File: config.mk
export PLATFORM = sky130hd
export DESIGN_NAME = fp_addsub_param_flat
export DESIGN_NICKNAME = d
export VERILOG_FILES = /design/src/rtl/fp_addsub_param_if.sv /design/src/rtl/fp_addsub_param.sv /design/src/flat_wrapper.sv
export SDC_FILE = /design/constraint.sdc
export NUM_CORES = 1
export LEC_CHECK = 0
export ABC_AREA = 0
export BUFFER_PORTS_ARGS = -buffer_cell sky130_fd_sc_hd__buf_4
export CORE_MARGIN = 8
export CORE_UTILIZATION = 45
export DETAILED_ROUTE_END_ITERATION = 12
export GPL_TIMING_DRIVEN = 0
export PLACE_DENSITY = 0.71
export SLEW_MARGIN = 20
export SYNTH_ARGS = -nofsm -noshare
export SYNTH_HDL_FRONTEND = slang
export SYNTH_SLANG_ARGS = --single-unit
File: constraint.sdc
create_clock -name clk -period 10.6 [get_ports clk]
set_input_delay 3.18 -clock clk [delete_from_list [all_inputs] [get_ports clk]]
set_output_delay 3.18 -clock clk [all_outputs]
set_load 0.05 [all_outputs]
File: src/rtl/fp_addsub_param_if.sv
// Operand/result bundle for fp_addsub_param: request side driven by the master,
// result and status returned by the slave (the arithmetic unit).
interface fp_addsub_param_if #(
    parameter int EXP_W = 8,
    parameter int MAN_W = 23
);
    localparam int W = 1 + EXP_W + MAN_W;

    logic         start;
    logic         op;
    logic [W-1:0] a;
    logic [W-1:0] b;
    logic         busy;
    logic         done_tick;
    logic [W-1:0] o;
    logic         nan;
    logic         inf;
    logic         ovf;
    logic         inexact;

    modport master (
        output start, op, a, b,
        input  busy, done_tick, o, nan, inf, ovf, inexact
    );

    modport slave (
        input  start, op, a, b,
        output busy, done_tick, o, nan, inf, ovf, inexact
    );
endinterface

File: src/rtl/fp_addsub_param.sv
// Multi-cycle parameterised floating-point adder/subtractor, fixed 6-cycle latency.
// Define FP_ADDSUB_SUBNORM_EN for gradual underflow; otherwise subnormals flush to zero.
module fp_addsub_param #(
    parameter int EXP_W = 8,
    parameter int MAN_W = 23
) (
    input  logic             clk,
    input  logic             reset_n,
    fp_addsub_param_if.slave bus
);
    localparam int W     = 1 + EXP_W + MAN_W;
    localparam int EXT_W = MAN_W + 4;  // {hidden, fraction, guard, round, sticky}
    localparam int XE_W  = EXP_W + 1;  // headroom for the two possible +1 steps
    localparam logic [XE_W-1:0] EXP_MAX = XE_W'((1 << EXP_W) - 1);

    typedef enum logic [2:0] {IDLE, EXC, ALIGN, ADD, NORM, ROUND, DONE} state_t;

    state_t           state_q, state_d;
    logic [W-1:0]     a_q, a_d, b_q, b_d, o_q, o_d;
    logic             op_q, op_d, exc_q, exc_d, exc_nan_q, exc_nan_d;
    logic             sign_q, sign_d, sub_q, sub_d;
    logic [XE_W-1:0]  exp_q, exp_d, diff_q, diff_d;
    logic [EXT_W-1:0] sig_x_q, sig_x_d, sig_y_q, sig_y_d;
    logic [EXT_W:0]   sum_q, sum_d;
    logic             nan_q, nan_d, inf_q, inf_d, ovf_q, ovf_d, inexact_q, inexact_d;

    logic [EXP_W-1:0] exp_a, exp_b;
    logic [XE_W-1:0]  ea, eb, exp_r;
    logic [EXT_W-1:0] sig_a, sig_b;
    logic             sa, sb, a_nan, b_nan, a_inf, b_inf, lost, round_up, flush;
    logic [MAN_W+1:0] rnd;
    int               sh, lzc, lim, lsh;

    // Operand unpacking; a zero exponent is always treated as exponent 1 so the
    // alignment and normalisation arithmetic never has to special-case it.
    always_comb begin
        exp_a = a_q[W-2 -: EXP_W];
        exp_b = b_q[W-2 -: EXP_W];
        sa    = a_q[W-1];
        sb    = b_q[W-1] ^ op_q;
        a_nan = (&exp_a) && (|a_q[MAN_W-1:0]);
        b_nan = (&exp_b) && (|b_q[MAN_W-1:0]);
        a_inf = (&exp_a) && !(|a_q[MAN_W-1:0]);
        b_inf = (&exp_b) && !(|b_q[MAN_W-1:0]);
        ea    = (exp_a == '0) ? XE_W'(1) : XE_W'(exp_a);
        eb    = (exp_b == '0) ? XE_W'(1) : XE_W'(exp_b);
`ifdef FP_ADDSUB_SUBNORM_EN
        sig_a = {(exp_a != '0), a_q[MAN_W-1:0], 3'b000};
        sig_b = {(exp_b != '0), b_q[MAN_W-1:0], 3'b000};
`else
        sig_a = (exp_a != '0) ? {1'b1, a_q[MAN_W-1:0], 3'b000} : '0;
        sig_b = (exp_b != '0) ? {1'b1, b_q[MAN_W-1:0], 3'b000} : '0;
`endif
    end

    // NOTE: every variable written here gets a default first, so no path can infer a latch.
    always_comb begin
        state_d   = state_q;
        a_d       = a_q;
        b_d       = b_q;
        op_d      = op_q;
        exc_d     = exc_q;
        exc_nan_d = exc_nan_q;
        sign_d    = sign_q;
        sub_d     = sub_q;
        exp_d     = exp_q;
        diff_d    = diff_q;
        sig_x_d   = sig_x_q;
        sig_y_d   = sig_y_q;
        sum_d     = sum_q;
        o_d       = o_q;
        nan_d     = nan_q;
        inf_d     = inf_q;
        ovf_d     = ovf_q;
        inexact_d = inexact_q;
        sh        = 0;
        lost      = 1'b0;
        lzc       = EXT_W;
        lim       = 0;
        lsh       = 0;
        round_up  = 1'b0;
        rnd       = '0;
        exp_r     = exp_q;
        flush     = 1'b0;

        case (state_q)
            IDLE: begin
                if (bus.start) begin
                    a_d     = bus.a;
                    b_d     = bus.b;
                    op_d    = bus.op;
                    state_d = EXC;
                end
            end
            EXC: begin
                sub_d = sa ^ sb;
                // Order by magnitude so ADD never produces a negative difference.
                if ({eb, sig_b} > {ea, sig_a}) begin
                    sign_d = sb; exp_d = eb; sig_x_d = sig_b; sig_y_d = sig_a; diff_d = eb - ea;
                end else begin
                    sign_d = sa; exp_d = ea; sig_x_d = sig_a; sig_y_d = sig_b; diff_d = ea - eb;
                end
                exc_d     = 1'b0;
                exc_nan_d = 1'b0;
                if (a_nan || b_nan || (a_inf && b_inf && (sa != sb))) begin
                    exc_d     = 1'b1;
                    exc_nan_d = 1'b1;
                end else if (a_inf || b_inf) begin
                    exc_d  = 1'b1;
                    sign_d = a_inf ? sa : sb;
                end
                state_d = ALIGN;
            end
            ALIGN: begin
                sh      = (int'(diff_q) > MAN_W + 3) ? MAN_W + 3 : int'(diff_q);
                lost    = |(sig_y_q & ~({EXT_W{1'b1}} << sh));
                sig_y_d = (sig_y_q >> sh) | EXT_W'(lost);
                state_d = ADD;
            end
            ADD: begin
                if (sub_q) sum_d = {1'b0, sig_x_q} - {1'b0, sig_y_q};
                else       sum_d = {1'b0, sig_x_q} + {1'b0, sig_y_q};
                if (sub_q && (sum_d == '0)) sign_d = 1'b0;
                state_d = NORM;
            end
            NORM: begin
                if (sum_q[EXT_W]) begin
                    sig_x_d = {sum_q[EXT_W:2], sum_q[1] | sum_q[0]};
                    exp_d   = exp_q + XE_W'(1);
                end else begin
                    for (int i = 0; i < EXT_W; i++) begin
                        if (sum_q[i]) lzc = EXT_W - 1 - i;
                    end
                    lim     = int'(exp_q) - 1;
                    lsh     = (lzc < lim) ? lzc : lim;
                    sig_x_d = sum_q[EXT_W-1:0] << lsh;
                    exp_d   = exp_q - XE_W'(lsh);
                end
                state_d = ROUND;
            end
            ROUND: begin
                round_up = sig_x_q[2] && (sig_x_q[1] || sig_x_q[0] || sig_x_q[3]);
                rnd      = {1'b0, sig_x_q[EXT_W-1:3]} + (MAN_W+2)'(round_up);
                if (rnd[MAN_W+1]) begin
                    rnd   = rnd >> 1;
                    exp_r = exp_q + XE_W'(1);
                end
`ifdef FP_ADDSUB_SUBNORM_EN
                flush = 1'b0;
`else
                flush = !sig_x_q[EXT_W-1] && (sig_x_q != '0);
`endif
                nan_d     = 1'b0;
                inf_d     = 1'b0;
                ovf_d     = 1'b0;
                inexact_d = |sig_x_q[2:0];
                if (exc_q) begin
                    nan_d     = exc_nan_q;
                    inf_d     = !exc_nan_q;
                    inexact_d = 1'b0;
                    o_d = exc_nan_q ? {1'b0, {EXP_W{1'b1}}, 1'b1, {(MAN_W-1){1'b0}}}
                                    : {sign_q, {EXP_W{1'b1}}, {MAN_W{1'b0}}};
                end else if (exp_r >= EXP_MAX) begin
                    inf_d     = 1'b1;
                    ovf_d     = 1'b1;
                    inexact_d = 1'b1;
                    o_d       = {sign_q, {EXP_W{1'b1}}, {MAN_W{1'b0}}};
                end else if (flush) begin
                    inexact_d = 1'b1;
                    o_d       = {sign_q, {(W-1){1'b0}}};
                end else begin
                    // A clear hidden bit after normalisation means a subnormal encoding.
                    o_d = {sign_q, rnd[MAN_W] ? exp_r[EXP_W-1:0] : {EXP_W{1'b0}}, rnd[MAN_W-1:0]};
                end
                state_d = DONE;
            end
            DONE:    state_d = IDLE;
            default: state_d = IDLE;
        endcase
    end

    // NOTE: sequential state uses non-blocking assignments only; every register,
    // datapath included, is reset so an aborted operation leaves nothing behind.
    always_ff @(posedge clk or negedge reset_n) begin
        if (!reset_n) begin
            state_q   <= IDLE;
            a_q       <= '0;
            b_q       <= '0;
            op_q      <= 1'b0;
            exc_q     <= 1'b0;
            exc_nan_q <= 1'b0;
            sign_q    <= 1'b0;
            sub_q     <= 1'b0;
            exp_q     <= '0;
            diff_q    <= '0;
            sig_x_q   <= '0;
            sig_y_q   <= '0;
            sum_q     <= '0;
            o_q       <= '0;
            nan_q     <= 1'b0;
            inf_q     <= 1'b0;
            ovf_q     <= 1'b0;
            inexact_q <= 1'b0;
        end else begin
            state_q   <= state_d;
            a_q       <= a_d;
            b_q       <= b_d;
            op_q      <= op_d;
            exc_q     <= exc_d;
            exc_nan_q <= exc_nan_d;
            sign_q    <= sign_d;
            sub_q     <= sub_d;
            exp_q     <= exp_d;
            diff_q    <= diff_d;
            sig_x_q   <= sig_x_d;
            sig_y_q   <= sig_y_d;
            sum_q     <= sum_d;
            o_q       <= o_d;
            nan_q     <= nan_d;
            inf_q     <= inf_d;
            ovf_q     <= ovf_d;
            inexact_q <= inexact_d;
        end
    end

    assign bus.busy      = (state_q != IDLE);
    assign bus.done_tick = (state_q == DONE);
    assign bus.o         = o_q;
    assign bus.nan       = nan_q;
    assign bus.inf       = inf_q;
    assign bus.ovf       = ovf_q;
    assign bus.inexact   = inexact_q;
endmodule

File: src/flat_wrapper.sv
// flat-port wrapper written by rule: the top's interface ports become plain ports
module fp_addsub_param_flat 
#(
    parameter int EXP_W = 8,
    parameter int MAN_W = 23
)
  (clk, reset_n, bus_start, bus_op, bus_a, bus_b, bus_busy, bus_done_tick, bus_o, bus_nan, bus_inf, bus_ovf, bus_inexact);
  fp_addsub_param_if #(.EXP_W(EXP_W), .MAN_W(MAN_W)) bus_i ();
  input  logic clk;
  input  logic reset_n;
  input wire logic [$bits(bus_i.start)-1:0] bus_start;
  input wire logic [$bits(bus_i.op)-1:0] bus_op;
  input wire logic [$bits(bus_i.a)-1:0] bus_a;
  input wire logic [$bits(bus_i.b)-1:0] bus_b;
  output wire logic [$bits(bus_i.busy)-1:0] bus_busy;
  output wire logic [$bits(bus_i.done_tick)-1:0] bus_done_tick;
  output wire logic [$bits(bus_i.o)-1:0] bus_o;
  output wire logic [$bits(bus_i.nan)-1:0] bus_nan;
  output wire logic [$bits(bus_i.inf)-1:0] bus_inf;
  output wire logic [$bits(bus_i.ovf)-1:0] bus_ovf;
  output wire logic [$bits(bus_i.inexact)-1:0] bus_inexact;
  assign bus_i.start = bus_start;
  assign bus_i.op = bus_op;
  assign bus_i.a = bus_a;
  assign bus_i.b = bus_b;
  assign bus_busy = bus_i.busy;
  assign bus_done_tick = bus_i.done_tick;
  assign bus_o = bus_i.o;
  assign bus_nan = bus_i.nan;
  assign bus_inf = bus_i.inf;
  assign bus_ovf = bus_i.ovf;
  assign bus_inexact = bus_i.inexact;
  fp_addsub_param #(.EXP_W(EXP_W), .MAN_W(MAN_W)) u_core (.clk(clk), .reset_n(reset_n), .bus(bus_i));
endmodule
# == After elaboration in Yosys (flattened, before gate mapping) ==
# Cells that the tools add are included.
# word_totals
reg_bits,208
inputBits,68
out_inout_bits,38
# classes
addsub,8
n_lt_le_gt_ge,4
n_eq_ne,9
n_shift,3
n_mux,73
bitwise_logic,6
n_reduce_logical,37
# op_table
cell,n
$mux 32,5
$mux 27,5
$pmux 27 s2,2
$mux 5,16
$mux 31,2
$mux 28,2
$mux 9,6
$mux 24,2
$reduce_or 23->1,2
$gt 36x36->1,1
$lt 32x32->1,1
$mux 4,8
$shl 27x32->27,1
$shl 27x32->27 const A,1
$shr 27x32->27,1
$add 27x27->28,1
$logic_not 28->1,1
$sub 27x27->28,1
$and 27x27->27,1
$not 27->27,1
$or 27x1->27,1
$reduce_bool 27->1,1
$reduce_or 27->1,1
$sub 9x9->9,3
31 further kinds,74

# == Depth between registers and ports, before layout ==
# logic_depth
ltp_word,34
ltp_mapped,31
depth_no_buf,27

# == Least setup slack after synthesis ==
# No wires, ideal clock.
# synth_timing
path_type,register to register
startpoint,register u_core.sum_q[2]
endpoint,register u_core.exp_q[8]
arrival_ns,5.519
required_ns,10.517
setup_slack_ns,4.998
stages_incl_launch_ff,32
path_buffers,4
synth_period_minus_slack_ns,5.602
path_cell_list,dfrtp_1 -> clkbuf_1 -> nor2_1 -> o311ai_0 -> a31oi_1 -> o41ai_1 -> a211o_1 -> inv_1 -> ha_1 -> and3_1 -> nand2_1 -> nand2_1 -> a41oi_1 -> nand3_1 -> a21o_1 -> clkbuf_1 -> nand2_2 -> mux2_2 -> inv_1 -> buf_4 -> buf_4 -> ha_1 -> a21o_1 -> a21oi_1 -> inv_1 -> a21oi_1 -> a31oi_1 -> nor2_1 -> o21ai_0 -> a2111oi_0 -> a311oi_1 -> o21ai_0
# synth_via
elab_chain_cells,32
# synth_rtl
element,line,text
"start, declared",fp_addsub_param.sv:24,"logic [EXT_W:0] sum_q, sum_d;"
"start signal, assigned",fp_addsub_param.sv:217,sum_q <= sum_d;
$mux 2 *,fp_addsub_param.sv:132,if (sum_q[i]) lzc = EXT_W - 1 - i;
$mux 4 * (8 in series),fp_addsub_param.sv:132,
$mux 5 * (16 in series),fp_addsub_param.sv:132,
$mux 32 *,fp_addsub_param.sv:127,if (sum_q[EXT_W]) begin
$mux 32 *,fp_addsub_param.sv:86,case (state_q)
$lt 32x32->1,fp_addsub_param.sv:135,lsh = (lzc < lim) ? lzc : lim;
$mux 32 *,fp_addsub_param.sv:135,
$sub 9x9->9 *,fp_addsub_param.sv:137,exp_d = exp_q - XE_W'(lsh);
$mux 9 *,fp_addsub_param.sv:127,
$pmux 9 s2 *,fp_addsub_param.sv:86,
"end signal, assigned",fp_addsub_param.sv:213,exp_q <= exp_d;
"end, declared",fp_addsub_param.sv:22,"logic [XE_W-1:0] exp_q, exp_d, diff_q, diff_d;"
# Mark *: on every way between the ends. The rest lies on a longest branch, timed or not. The select of a mux whose other input is x is not followed.
# A chain may end at the register's enable or synchronous reset.

# == Worst setup path after layout ==
# Ends and elaborated chain as after synthesis.

==> results.toml <==
[routing]
wl_met1_um = 30730
vias = 18520
highest_layer = "met4"
drt-pass1-iter-count = 9
wirelength_um = 72930
drtIter0Drc = 2183
postRouteAntennaNets = 0
route.detailed.drc = 0
via_per_inst = 6.394
wl_met3_um = 6981
wl_per_cell_um = 25.18
met2_length_um = 31440

[logic_synthesis]
yosys.area.top_type = "dfrtp_1"
syn_inst = 2228
yosys-top-cells-area = "dfrtp_1, nand2_1, o21ai_0"
ys_seq_area_frac = 0.2982
async_flop_share = 1.000
synth_enable_flop_cells = 0
synth_warnings = 0
synth_nets = 2381
netlist.area_leader.share = 0.2982
ys_ff_latch = 208
synthFlopType = "dfrtp_1"
synth.avg_cell_area_um2 = 7.834
synth.cell_area_um2 = 17450
ys_types = 81

[floorplan]
dieArea_um2 = 45350
boundaryPins = 106
chipWidth_um = 212.9
chipHeight_um = 212.9
row_count = 72
core_um2 = 38470
initial_core_util = 0.4537

[global_route]
grt_pass1_wl_um = 110200
track_usage = 0.3167
grt_pass1_vias = 17730
antenna_found_initial = 0
grt_max_degree = 100
overflow = 0

[setup_path]
cp-end-kind = "register"
path_buf_inv = 7
rrSetupSlack_ns = 3.44
required_ns = 11.08
slowest_stage = "clkbuf_1"
worst_path_dominant_cell_family = "compound AO/OA/AOI/OAI gates"
critPathKind = "reg2reg"
cp.arrival_ns = 7.64
cp_max_fo = 10
crit_top_cell = "inv_1"
setup.worst_path.start_class = "register"
cpPeakStageDelay_ns = 0.49

[finish]
area_growth_pct = 13.42
drive_above_1_share = 0.1063
antenna_cells = 0
final_nets = 2514
instances_no_fill = 2897

[placement]
dp.cells = 2853
io_buffers = 105
place_congestion = 0.9861
hpwl_um = 57480

[sta]
rsz0062_at_grt = "no"
post-route-period-util = 0.6759
max_clock_freq_mhz = 139.6
tightest_slew_ns = 1.276
maxSlewViolCount = 0
max_slew_margin = 0.1434
setup_viol = 0
setup_tns_ns = 0
finalClockSkew_ns = 0.03901
min_period_ns = 7.165
hold_viol_final = 0

[clock_tree]
clk_path_buf_depth = 3
ctsResizeCount = 0
ctsHoldBuffers = 0
numCtsBuffers = 24
cts_setup_buffers = 0
clock_sinks = 208
ctsHtreeMaxLevel = 1
insertion_delay_ns = 0.56
cts-root-buf = "clkbuf_16"
tritoncts = "yes"
path_clk_slew_ns = 0.07

[flow_run]
drv_cap = 0

[run_status]
status = "finished, final reports clean"

[min_path]
hold_class = "reg2reg"
## cell families (layout without fill, tap and decap cells)
kind of cell / Yosys count / count (layout) / share of synthesized area
AO/OA/AOI/OAI: 638 / 638 / 0.2330
XOR/XNOR: 92 / 92 / 0.04617
adder cells (fa/ha/maj): 85 / 85 / 0.06265
buffers and inverters: 261 / 412 / 0.05692
flip-flops: 208 / 208 / 0.2982
AND/OR/NAND/NOR: 779 / 779 / 0.2022
multiplexers: 165 / 165 / 0.1009
## routing by layer
metal,vias up,global-route usage
li1,8330,-
met1,8879,0.4258
met2,1080,0.4859
met3,233,0.06517
met4,0,0.1423
met5,-,0
## Yosys cell counts (16+ instances only)
library cell and number:
dfrtp_1 208, xnor2_1 65, xor2_1 27, clkbuf_1 154
mux2i_1 87, a31oi_1 23, a21o_1 30, nand3_1 59
a22oi_1 17, ha_1 81, mux2_2 76, nor2_1 178
nor3_1 58, nand4_1 29, a221oi_1 19, o211ai_1 16
o21ai_0 209, a21oi_1 149, inv_1 87, nor4_1 38
nand2_1 322, a211oi_1 21, a22o_1 21
## final timing paths
| path | startpoint | endpoint | cells past startpoint |
|---|---|---|---|
| max in group asynchronous | reset_n | u_core.sum_q[2] | 2 |
| max reg2reg | u_core.sum_q[2] | u_core.exp_q[8] | 31 |
| min reg2reg | u_core.bus.inexact | u_core.bus.inexact | 1 |
| min | u_core.bus.inexact | u_core.bus.inexact | 1 |
| min in group asynchronous | reset_n | u_core.exp_q[6] | 1 |
| max | u_core.sum_q[2] | u_core.exp_q[8] | 31 |
## per-stage QoR
| stage | cell area [um2] | util | hold WS [ns] | setup slack, ns |
|---|---|---|---|---|
| 2_1_floorplan | 17450 | - | 0.4502 | 4.998 |
| 4_1_cts | 19800 | 0.5146 | 0.4793 | 3.703 |
| 6_report | 19800 | 0.5146 | 0.4763 | 3.435 |
| 3_3_place_gp | 18890 | 0.4911 | 0.4612 | 3.637 |
| 3_5_place_dp | 18970 | 0.4931 | 0.4655 | 3.709 |
| 5_1_grt | 19800 | 0.5146 | 0.5059 | 2.935 |
## cells in the final DEF (no fill, tap or decap), types with 16 or more instances in the layout
master / n
nand2_1: 322
o21ai_0: 209
dfrtp_1: 208
nor2_1: 178
clkbuf_1: 158
a21oi_1: 149
buf_4: 106
inv_1: 87
mux2i_1: 87
ha_1: 81
mux2_2: 76
xnor2_1: 65
nand3_1: 59
nor3_1: 56
nor4_1: 37
a21o_1: 30
nand4_1: 29
xor2_1: 27
clkbuf_16: 24
a31oi_1: 23
a211oi_1: 21
a22o_1: 21
a221oi_1: 19
a22oi_1: 17
o211ai_1: 16
## worst register-to-register path: cells and delay by family (launching register included)
kind                       cells  cell delay, ns
AOI/OAI and AO/OA             14            2.99
adders and majority gates      2            0.62
buffers and inverters          7            1.57
DFF                            1            0.32
muxes                          1            0.49
and+or+nand+nor                7            1.11
## cell type report
class                           count  area, um2
Inverter                           91      341.6
Fill cell                        3782      18670
Buffer                            170      651.9
Timing Repair Buffer              107      850.8
Sequential cell                   208       5205
Clock buffer                       31      656.9
Clock inverter                     13      170.2
Tap cell                          518      648.1
Multi-Input combinational cell   1759      11270
## sequential cells by signal (all words and copies together), names as in the netlist, 3 cells and up
signal and cells:
u_core.exp_q 9, u_core.sum_q 28, u_core.sig_y_q 27, u_core.diff_q 9
u_core.a_q 32, u_core.b_q 32, u_core.sig_x_q 27, u_core.state_q 3
u_core.bus.o 32
Power is not shown: default switching activity piles up to over one toggle a cycle in this logic, so the estimate is an artifact.
